## config.mk

```make
export PLATFORM = sky130hd
export DESIGN_NAME = operand_truncation_flat
export DESIGN_NICKNAME = d
export VERILOG_FILES = /design/src/rtl/operand_truncation_if.sv /design/src/rtl/operand_truncation.sv /design/src/flat_wrapper.sv
export SDC_FILE = /design/constraint.sdc
export NUM_CORES = 1
export LEC_CHECK = 0
export ABC_AREA = 1
export BUFFER_PORTS_ARGS = -buffer_cell sky130_fd_sc_hd__buf_2
export CORE_ASPECT_RATIO = 0.6
export CORE_MARGIN = 2
export CORE_UTILIZATION = 44
export DETAILED_ROUTE_END_ITERATION = 16
export MAX_ROUTING_LAYER = met4
export PLACE_DENSITY = 0.71
export SYNTH_ARGS = -nofsm -noshare
export SYNTH_HDL_FRONTEND = slang
export SYNTH_SLANG_ARGS = --single-unit
export TNS_END_PERCENT = 50
```

## constraint.sdc

```tcl
create_clock -name clk -period 1.3 [get_ports clk]
set_clock_uncertainty 0.15 [all_clocks]
set_input_delay 0.13 -clock clk [delete_from_list [all_inputs] [get_ports clk]]
set_output_delay 0.13 -clock clk [all_outputs]
set_load 0.01 [all_outputs]
```

## src/rtl/operand_truncation_if.sv

```systemverilog
// ============================================================================
// Module : operand_truncation_if
// Brief  : Input word stream and narrowed-operand stream for operand_truncation
// Rev    : 1.0
// ============================================================================
`default_nettype none

interface operand_truncation_if #(
    parameter int IN_LENGTH      = 16,
    parameter int OPERAND_LENGTH = 11
) ();
    logic [IN_LENGTH-1:0]      inData;
    logic                      inValid;
    logic                      inReady;
    logic [OPERAND_LENGTH-1:0] outOperand;
    logic                      outOverflow;
    logic                      outValid;
    logic                      outReady;

    modport master (
        output inData,
        output inValid,
        input  inReady,
        input  outOperand,
        input  outOverflow,
        input  outValid,
        output outReady
    );

    modport slave (
        input  inData,
        input  inValid,
        output inReady,
        output outOperand,
        output outOverflow,
        output outValid,
        input  outReady
    );
endinterface

`default_nettype wire

```

## src/rtl/operand_truncation.sv

```systemverilog
// ============================================================================
// Module : operand_truncation
// Brief  : Narrows datapath words to operand width, flags/counts overflow,
//          through a registered two-entry skid stage.
// Rev    : 1.0
// ============================================================================
`default_nettype none

module operand_truncation #(
    parameter int IN_LENGTH      = 16,
    parameter int OPERAND_LENGTH = 11,
    parameter int SATURATE       = 0,
    parameter int COUNT_WIDTH    = 8
) (
    input  logic                   clk,
    input  logic                   rst_n,
    operand_truncation_if.slave    bus,
    input  logic                   clrOverflow,
    output logic                   stickyOverflow,
    output logic [COUNT_WIDTH-1:0] overflowCount
);

    typedef enum logic [1:0] {
        EMPTY = 2'd0,
        ONE   = 2'd1,
        TWO   = 2'd2
    } state_t;

    state_t                    state_q, state_d;
    logic [OPERAND_LENGTH-1:0] main_data_q, main_data_d;
    logic [OPERAND_LENGTH-1:0] skid_data_q, skid_data_d;
    logic                      main_ovf_q, main_ovf_d;
    logic                      skid_ovf_q, skid_ovf_d;
    logic                      in_ready_q;
    logic                      out_valid_q;
    logic                      sticky_q, sticky_d;
    logic [COUNT_WIDTH-1:0]    count_q, count_d;

    logic                      w_accept;
    logic                      w_xfer;
    logic                      w_ovf;
    logic [OPERAND_LENGTH-1:0] w_result;

    assign w_accept = bus.inValid & in_ready_q;
    assign w_xfer   = out_valid_q & bus.outReady;

    // Unsigned view: any set bit above the operand field means the value does not fit.
    assign w_ovf    = |bus.inData[IN_LENGTH-1:OPERAND_LENGTH];
    assign w_result = ((SATURATE != 0) && w_ovf) ? {OPERAND_LENGTH{1'b1}}
                                                 : bus.inData[OPERAND_LENGTH-1:0];

    always_comb begin
        state_d     = state_q;
        main_data_d = main_data_q;
        main_ovf_d  = main_ovf_q;
        skid_data_d = skid_data_q;
        skid_ovf_d  = skid_ovf_q;
        case (state_q)
            EMPTY: begin
                if (w_accept) begin
                    main_data_d = w_result;
                    main_ovf_d  = w_ovf;
                    state_d     = ONE;
                end
            end
            ONE: begin
                if (w_accept && w_xfer) begin
                    main_data_d = w_result;
                    main_ovf_d  = w_ovf;
                end else if (w_accept) begin
                    skid_data_d = w_result;
                    skid_ovf_d  = w_ovf;
                    state_d     = TWO;
                end else if (w_xfer) begin
                    state_d = EMPTY;
                end
            end
            TWO: begin
                if (w_xfer) begin
                    main_data_d = skid_data_q;
                    main_ovf_d  = skid_ovf_q;
                    state_d     = ONE;
                end
            end
            default: state_d = EMPTY;
        endcase
    end

    // Clear wins over a coincident overflowing accept; that event is lost.
    always_comb begin
        sticky_d = sticky_q;
        count_d  = count_q;
        if (clrOverflow) begin
            sticky_d = 1'b0;
            count_d  = '0;
        end else if (w_accept && w_ovf) begin
            sticky_d = 1'b1;
            if (count_q != {COUNT_WIDTH{1'b1}}) begin
                count_d = count_q + 1'b1;
            end
        end
    end

    always_ff @(posedge clk or negedge rst_n) begin
        if (!rst_n) begin
            state_q     <= EMPTY;
            in_ready_q  <= 1'b1;
            out_valid_q <= 1'b0;
            main_data_q <= '0;
            main_ovf_q  <= 1'b0;
            skid_data_q <= '0;
            skid_ovf_q  <= 1'b0;
            sticky_q    <= 1'b0;
            count_q     <= '0;
        end else begin
            state_q     <= state_d;
            in_ready_q  <= (state_d != TWO);
            out_valid_q <= (state_d != EMPTY);
            main_data_q <= main_data_d;
            main_ovf_q  <= main_ovf_d;
            skid_data_q <= skid_data_d;
            skid_ovf_q  <= skid_ovf_d;
            sticky_q    <= sticky_d;
            count_q     <= count_d;
        end
    end

    assign bus.inReady     = in_ready_q;
    assign bus.outValid    = out_valid_q;
    assign bus.outOperand  = main_data_q;
    assign bus.outOverflow = main_ovf_q;
    assign stickyOverflow  = sticky_q;
    assign overflowCount   = count_q;

endmodule

`default_nettype wire

```

## src/flat_wrapper.sv

```systemverilog
// flat-port wrapper written by rule: the top's interface ports become plain ports
module operand_truncation_flat 
#(
    parameter int IN_LENGTH      = 16,
    parameter int OPERAND_LENGTH = 11,
    parameter int SATURATE       = 0,
    parameter int COUNT_WIDTH    = 8
)
  (clk, rst_n, clrOverflow, stickyOverflow, overflowCount, bus_inData, bus_inValid, bus_inReady, bus_outOperand, bus_outOverflow, bus_outValid, bus_outReady);
  operand_truncation_if #(.IN_LENGTH(IN_LENGTH), .OPERAND_LENGTH(OPERAND_LENGTH)) bus_i ();
  input  logic clk;
  input  logic rst_n;
  input  logic clrOverflow;
  output logic stickyOverflow;
  output logic [COUNT_WIDTH-1:0] overflowCount;
  input wire logic [$bits(bus_i.inData)-1:0] bus_inData;
  input wire logic [$bits(bus_i.inValid)-1:0] bus_inValid;
  output wire logic [$bits(bus_i.inReady)-1:0] bus_inReady;
  output wire logic [$bits(bus_i.outOperand)-1:0] bus_outOperand;
  output wire logic [$bits(bus_i.outOverflow)-1:0] bus_outOverflow;
  output wire logic [$bits(bus_i.outValid)-1:0] bus_outValid;
  input wire logic [$bits(bus_i.outReady)-1:0] bus_outReady;
  assign bus_i.inData = bus_inData;
  assign bus_i.inValid = bus_inValid;
  assign bus_inReady = bus_i.inReady;
  assign bus_outOperand = bus_i.outOperand;
  assign bus_outOverflow = bus_i.outOverflow;
  assign bus_outValid = bus_i.outValid;
  assign bus_i.outReady = bus_outReady;
  operand_truncation #(.IN_LENGTH(IN_LENGTH), .OPERAND_LENGTH(OPERAND_LENGTH), .SATURATE(SATURATE), .COUNT_WIDTH(COUNT_WIDTH)) u_core (.clk(clk), .rst_n(rst_n), .bus(bus_i), .clrOverflow(clrOverflow), .stickyOverflow(stickyOverflow), .overflowCount(overflowCount));
endmodule
```

==> results of run 1 <==
==> cell type report <==
type	instances	area [sq um]
multi-input combinational	164	863
tap	47	58.8
clock inverter	1	30.0
sequential	37	928
fill	292	1090
timing repair buffer	85	613
clock buffer	7	86.3
inverter	28	113
==> how the worst min path moves through the flow <==
stage                     start                        to  slack [ps]  cells past startpoint
finish              bus_inValid         u_core.state_q[0]          90                      4
global route        bus_inValid         u_core.state_q[0]          90                      4
CTS                 bus_inValid         u_core.state_q[0]          70                      4
detailed placement        rst_n     u_core.skid_data_q[3]         -90                      1
global placement          rst_n     u_core.skid_data_q[3]         -90                      1
floorplan                 rst_n  u_core.bus.outOperand[0]        -320                      0
==> flip-flops by register name, summed over array words and instances, names as in the netlist <==
register	flops
u_core.bus.inReady	1
u_core.state_q	2
u_core.bus.outOperand	11
u_core.stickyOverflow	1
u_core.skid_data_q	11
u_core.bus.outOverflow	1
u_core.overflowCount	8
u_core.bus.outValid	1
u_core.skid_ovf_q	1
==> timing repair <==
action                                  in CTS  in global routing
endpoints found under the setup margin      36                 41
endpoints found under the hold margin       49                  0
gates cloned                                 1                  1
pin swaps                                   12                  5
buffers inserted                             2                  1
resized for setup                           16                 19
hold buffers                                13                  0
==> where the power goes <==
part	internal [W]	switching [W]	total [W]	leakage, nW
clock	0.000625	0.000403	0.00103	0.0585
sequential	0.00162	0.000250	0.00187	0.465
combinational	0.000916	0.00129	0.00221	0.929
total	0.00316	0.00195	0.00510	1.45
==> critical path, stage by stage, from the launching register on <==
cell and delay (ps):
dfrtp_1 400, ha_4 160, nand2_4 60, nor2_4 150
nand2_4 90, buf_6 130, nand3_4 70, nand3_1 90
nand2_1 90
==> Yosys cell counts, drive strengths merged <==
| master | number | area [sq um] |
|---|---|---|
| buf | 3 | 26.3 |
| inv | 28 | 105 |
| xor2 | 1 | 8.76 |
| nand3 | 19 | 100 |
| dfstp | 1 | 26.3 |
| nor3 | 2 | 21.3 |
| xnor2 | 1 | 8.76 |
| nand2 | 92 | 363 |
| ha | 1 | 12.5 |
| nor2 | 19 | 73.8 |
| o21ai | 26 | 130 |
| nor3b | 1 | 7.51 |
| clkbuf | 2 | 8.75 |
| a21oi | 1 | 5.00 |
| dfrtp | 36 | 901 |
==> cells by family (layout without fill, tap and decap cells) <==
kind of cell,after synthesis,count (layout),share of synthesized area (%)
xor gates and xnor gates,2,2,0.974
DFF,37,37,51.6
buffers and inverters,33,121,7.79
AOI/OAI and AO/OA,27,27,7.52
and+or+nand+nor,133,134,31.5
adders and majority gates,1,1,0.696
==> through the flow <==
step	TNS, ps	utilization [%]
3_3_place_gp	-2550	60.4
6_report	-3730	71.1
5_1_grt	-6190	71.1
4_1_cts	-3370	69.0
2_1_floorplan	-4380	-
3_5_place_dp	-3600	60.4
==> per-layer routing <==
metal	wire, um	GRT usage (%)
met5	0	-
met4	27	6.77
met3	246	7.49
met2	2220	33.2
met1	2310	31.3
==> impl_metrics.tcl, run 1 <==
set metrics [dict create \
    outcome "finished with violations" \
    violations "negative setup slack" \
    final_common_cell "nand2_1" \
    dpl_cell_area_sq_um 2290 \
    worstReg2RegStart "u_core.overflowCount[0]" \
    irDropWorstVdd_mv 1.14 \
    crit_arrival_ps 1540 \
    grt_pass1_vias 1583 \
    power_density_nw_per_um2 1900 \
    cts_buffers 5 \
    ys_types 23 \
    cp_data_required_time_ps 1380 \
    grt_max_degree 19 \
    critical_path_class "register to register" \
    hold_viol 0 \
    placed_cells 344 \
    worstSetupStartpointType "register" \
    crit_end "u_core.overflowCount[0]" \
    start_util_pct 47.5 \
    r2r_setup_slack_ps -160 \
    worstRegToRegCells 8 \
    routed_wl_um 4800 \
    placementRows 17 \
    rsz0062_at_grt "true" \
    leakage_nw 1.45 \
    drv_slew 0 \
    postLayoutCellArea_sq_um 2690 \
    r2r_end "u_core.overflowCount[0]" \
    vias_per_cell 4.88 \
    end_kind "register" \
    die_x_um 86.5 \
    synth_area_sq_um 1800 \
    antenna_cells 0 \
    final_nets 343 \
    hp-class "primary input to register" \
    ctsRootBufferMaster "clkbuf_8" \
    antenna_found_initial 0 \
    min_period_over_period_pct 112 \
    fin_crit_ps 1460 \
    drc 0 \
    die-area_sq_um 4630 \
    synth_seq_cells 37 \
    most-common-layout-cells "nand2_1 (77), buf_2 (42), dfrtp_1 (35), inv_1 (23), buf_4 (22)" \
    cts_max_path_buffers 2 \
    core_sq_um 3790 \
    timing.final.ws_setup_ps -155 \
    cp_max_fo 4 \
    clk_pin_slew_ps 70 \
    io_buffers 43 \
    htree_levels 2 \
    cts.sinks 37 \
    drtPass1Iterations 4 \
    place_ws_ps -153 \
    die_h_um 53.5 \
    power.total_w 0.00510 \
    max_freq_mhz 687 \
    drv_cap 0 \
    synth_cells 233 \
    clock_latency_ps 290 \
    grt_overflow_total 0 \
    grt_usage_pct 23.1 \
    place_congestion 0.907 \
    ios 44 \
    area_growth_pct 49.8 \
    dp_hpwl_um 3110 \
    cts_tree "yes" \
    hold_slack_ps 85.0 \
    drive_above_1_share_pct 35.1 \
    synth.yosys.warnings 0 \
    synth-seq-area-share_pct 51.6 \
    tightest_slew_ps 369 \
    relSlewSlack_pct 75.4 \
    critPathLaunch "u_core.overflowCount[0]" \
    grt_pass1_wl_um 7540 \
    drtIter0Drc 83 \
    postSynthAreaPerCell_sq_um 7.72 \
    avgRoutedWirePerCell_um 13.0 \
    layout.cells.non_filler 369 \
    ant_nets 0 \
    setup_viol 36 \
    vias 1800 \
    syn-num-nets 255 \
]
Power figures use the tool's default switching activity.
==> run 2, diff against run 1 <==
- CTS_CLUSTER_DIAMETER: unset -> 30
- GPL_TIMING_DRIVEN: unset -> 0
==> run 2 against run 1 <==
  * The run still ends with negative setup slack left
  * Core utilization down 3.3 points
  * First-iteration DRC count up 9.6%
  * Cell count down 1.9%
  * Total power up 0.43%
  * Hold slack worse by 75 ps
  * Global-route usage down 1.3 points
  * Fmax down 3.4%
  * Design area down 4.7%
  * Via count down 2.8%
  * Register-to-register slack worse by 50 ps
==> impl_metrics.tcl, run 2 (synthesis results as in run 1) <==
set metrics [dict create \
    outcome "finished with violations" \
    violations "negative setup slack" \
    drtPass1Iterations 4 \
    setup_viol 34 \
    htree_levels 2 \
    hold_slack_ps 10.5 \
    ios 44 \
    clk_pin_slew_ps 80 \
    drtIter0Drc 91 \
    die-area_sq_um 4630 \
    routed_wl_um 4510 \
    critical_path_class "register to register" \
    seq_area_sq_um 928 \
    power.total_w 0.00513 \
    io_buffers 43 \
    r2r_setup_slack_ps -210 \
    cp_data_required_time_ps 1340 \
    min_period_over_period_pct 116 \
    most-common-layout-cells "nand2_1 (76), buf_2 (42), dfrtp_1 (35), inv_1 (23), nand3_1 (17)" \
    leakage_nw 1.40 \
    cts_tree "yes" \
    max_freq_mhz 664 \
    drive_above_1_share_pct 33.7 \
    place_congestion 0.800 \
    worstRegToRegCells 7 \
    area_growth_pct 42.7 \
    critPathLaunch "u_core.state_q[0]" \
    start_util_pct 47.5 \
    cp_max_fo 10 \
    hp-class "primary input to register" \
    hold_viol 0 \
    cts_max_path_buffers 2 \
    power_density_nw_per_um2 2000 \
    worstReg2RegStart "u_core.state_q[0]" \
    end_kind "register" \
    cpMostUsedCell "nand2_1" \
    placed_cells 323 \
    cp_cell_sequence "inv_1, nand2_2, clkbuf_4, nand2_1, o21ai_0, nand2_1, nand2_1" \
    final_nets 336 \
    antenna_found_initial 0 \
    cts.sinks 37 \
    slowest_stage "dfrtp_1" \
    drc 0 \
    placementRows 17 \
    dpl_cell_area_sq_um 2110 \
    relSlewSlack_pct 67.2 \
    r2r_end "u_core.bus.outOverflow" \
    timing.final.ws_setup_ps -206 \
    avgRoutedWirePerCell_um 12.5 \
    fin_crit_ps 1510 \
    grt_overflow_total 0 \
    ctsRootBufferMaster "clkbuf_8" \
    final_common_cell "nand2_1" \
    tightest_slew_ps 492 \
    crit_buf_inv 2 \
    multi_input_comb_area_sq_um 835 \
    n_fill_cell 332 \
    worstSetupStartpointType "register" \
    crit_end "u_core.bus.outOverflow" \
    drv_cap 0 \
    crit_arrival_ps 1540 \
    layout.cells.non_filler 362 \
    dp_hpwl_um 2850 \
    postLayoutCellArea_sq_um 2570 \
    grt_pass1_vias 1552 \
    grt_max_degree 38 \
    cts_buffers 5 \
    die_h_um 53.5 \
    irDropWorstVdd_mv 1.06 \
    slowest_delay_ps 430 \
    worst-path-stages 7 \
    drv_slew 0 \
    vias_per_cell 4.83 \
    die_x_um 86.5 \
    clock_latency_ps 300 \
    critical-path-top-delay-family "flip-flops" \
    core_sq_um 3790 \
    antenna_cells 0 \
    vias 1749 \
    grt_usage_pct 21.8 \
    rsz0062_at_grt "true" \
    grt_pass1_wl_um 7220 \
    ant_nets 0 \
]
## run 2: what timing repair did
action | CTS | global route
cloned | 3 | 0
resized for setup | 22 | 12
hold endpoints to repair | 48 | 0
pin swaps | 5 | 3
setup buffers | 10 | 5
hold buffers | 13 | 0
endpoints found under the setup margin | 36 | 38
## run 2: area by class of cell
type                    count  area share [%]
flip-flops and latches     37            36.2
multi-input cells         164            32.5
repair buffers             73            19.0
inverters                  28            4.49
clock buffers               7            3.75
well taps                  47            2.29
plain buffers               5            1.61
clock inverters             1           0.195
## run 2: power by group
part / internal (W) / switching (W)
logic: 0.00104 / 0.00135
registers: 0.00161 / 0.000238
clock network: 0.000479 / 0.000410
## run 2: worst register-to-register path, cell delays in order, from the launching register on
cell	delay (ps)
dfrtp_1	430
inv_1	120
nand2_2	160
clkbuf_4	230
nand2_1	80
o21ai_0	100
nand2_1	80
nand2_1	50
## run 2: per-stage QoR
| stage | TNS, ps | setup slack, ps | util [%] |
|---|---|---|---|
| CTS | -4270 | -163 | 65.9 |
| global placement | -8330 | -289 | 55.7 |
| global route | -6670 | -276 | 67.8 |
| floorplan | -4380 | -177 | - |
| detailed placement | -9170 | -301 | 55.7 |
| finish | -4090 | -206 | 67.8 |
## run 2: per-layer routing
metal	global-route usage, %	vias to the layer above	part of all wire [%]
li1	-	886	-
met2	30.9	56	42
met3	5.93	5	6.3
met4	8.33	0	1.2
met5	-	-	0
met1	29.9	802	50
## run 2: worst min path at each step
stage	startpoint	endpoint	slack, ps	cells after the start
4_1_cts	clrOverflow	u_core.overflowCount[4]	5	4
3_3_place_gp	rst_n	u_core.skid_data_q[4]	120	1
2_1_floorplan	rst_n	u_core.bus.outOperand[0]	-320	0
3_5_place_dp	rst_n	u_core.skid_data_q[4]	110	1
5_1_grt	clrOverflow	u_core.overflowCount[4]	20	4
6_report	clrOverflow	u_core.overflowCount[4]	10	4
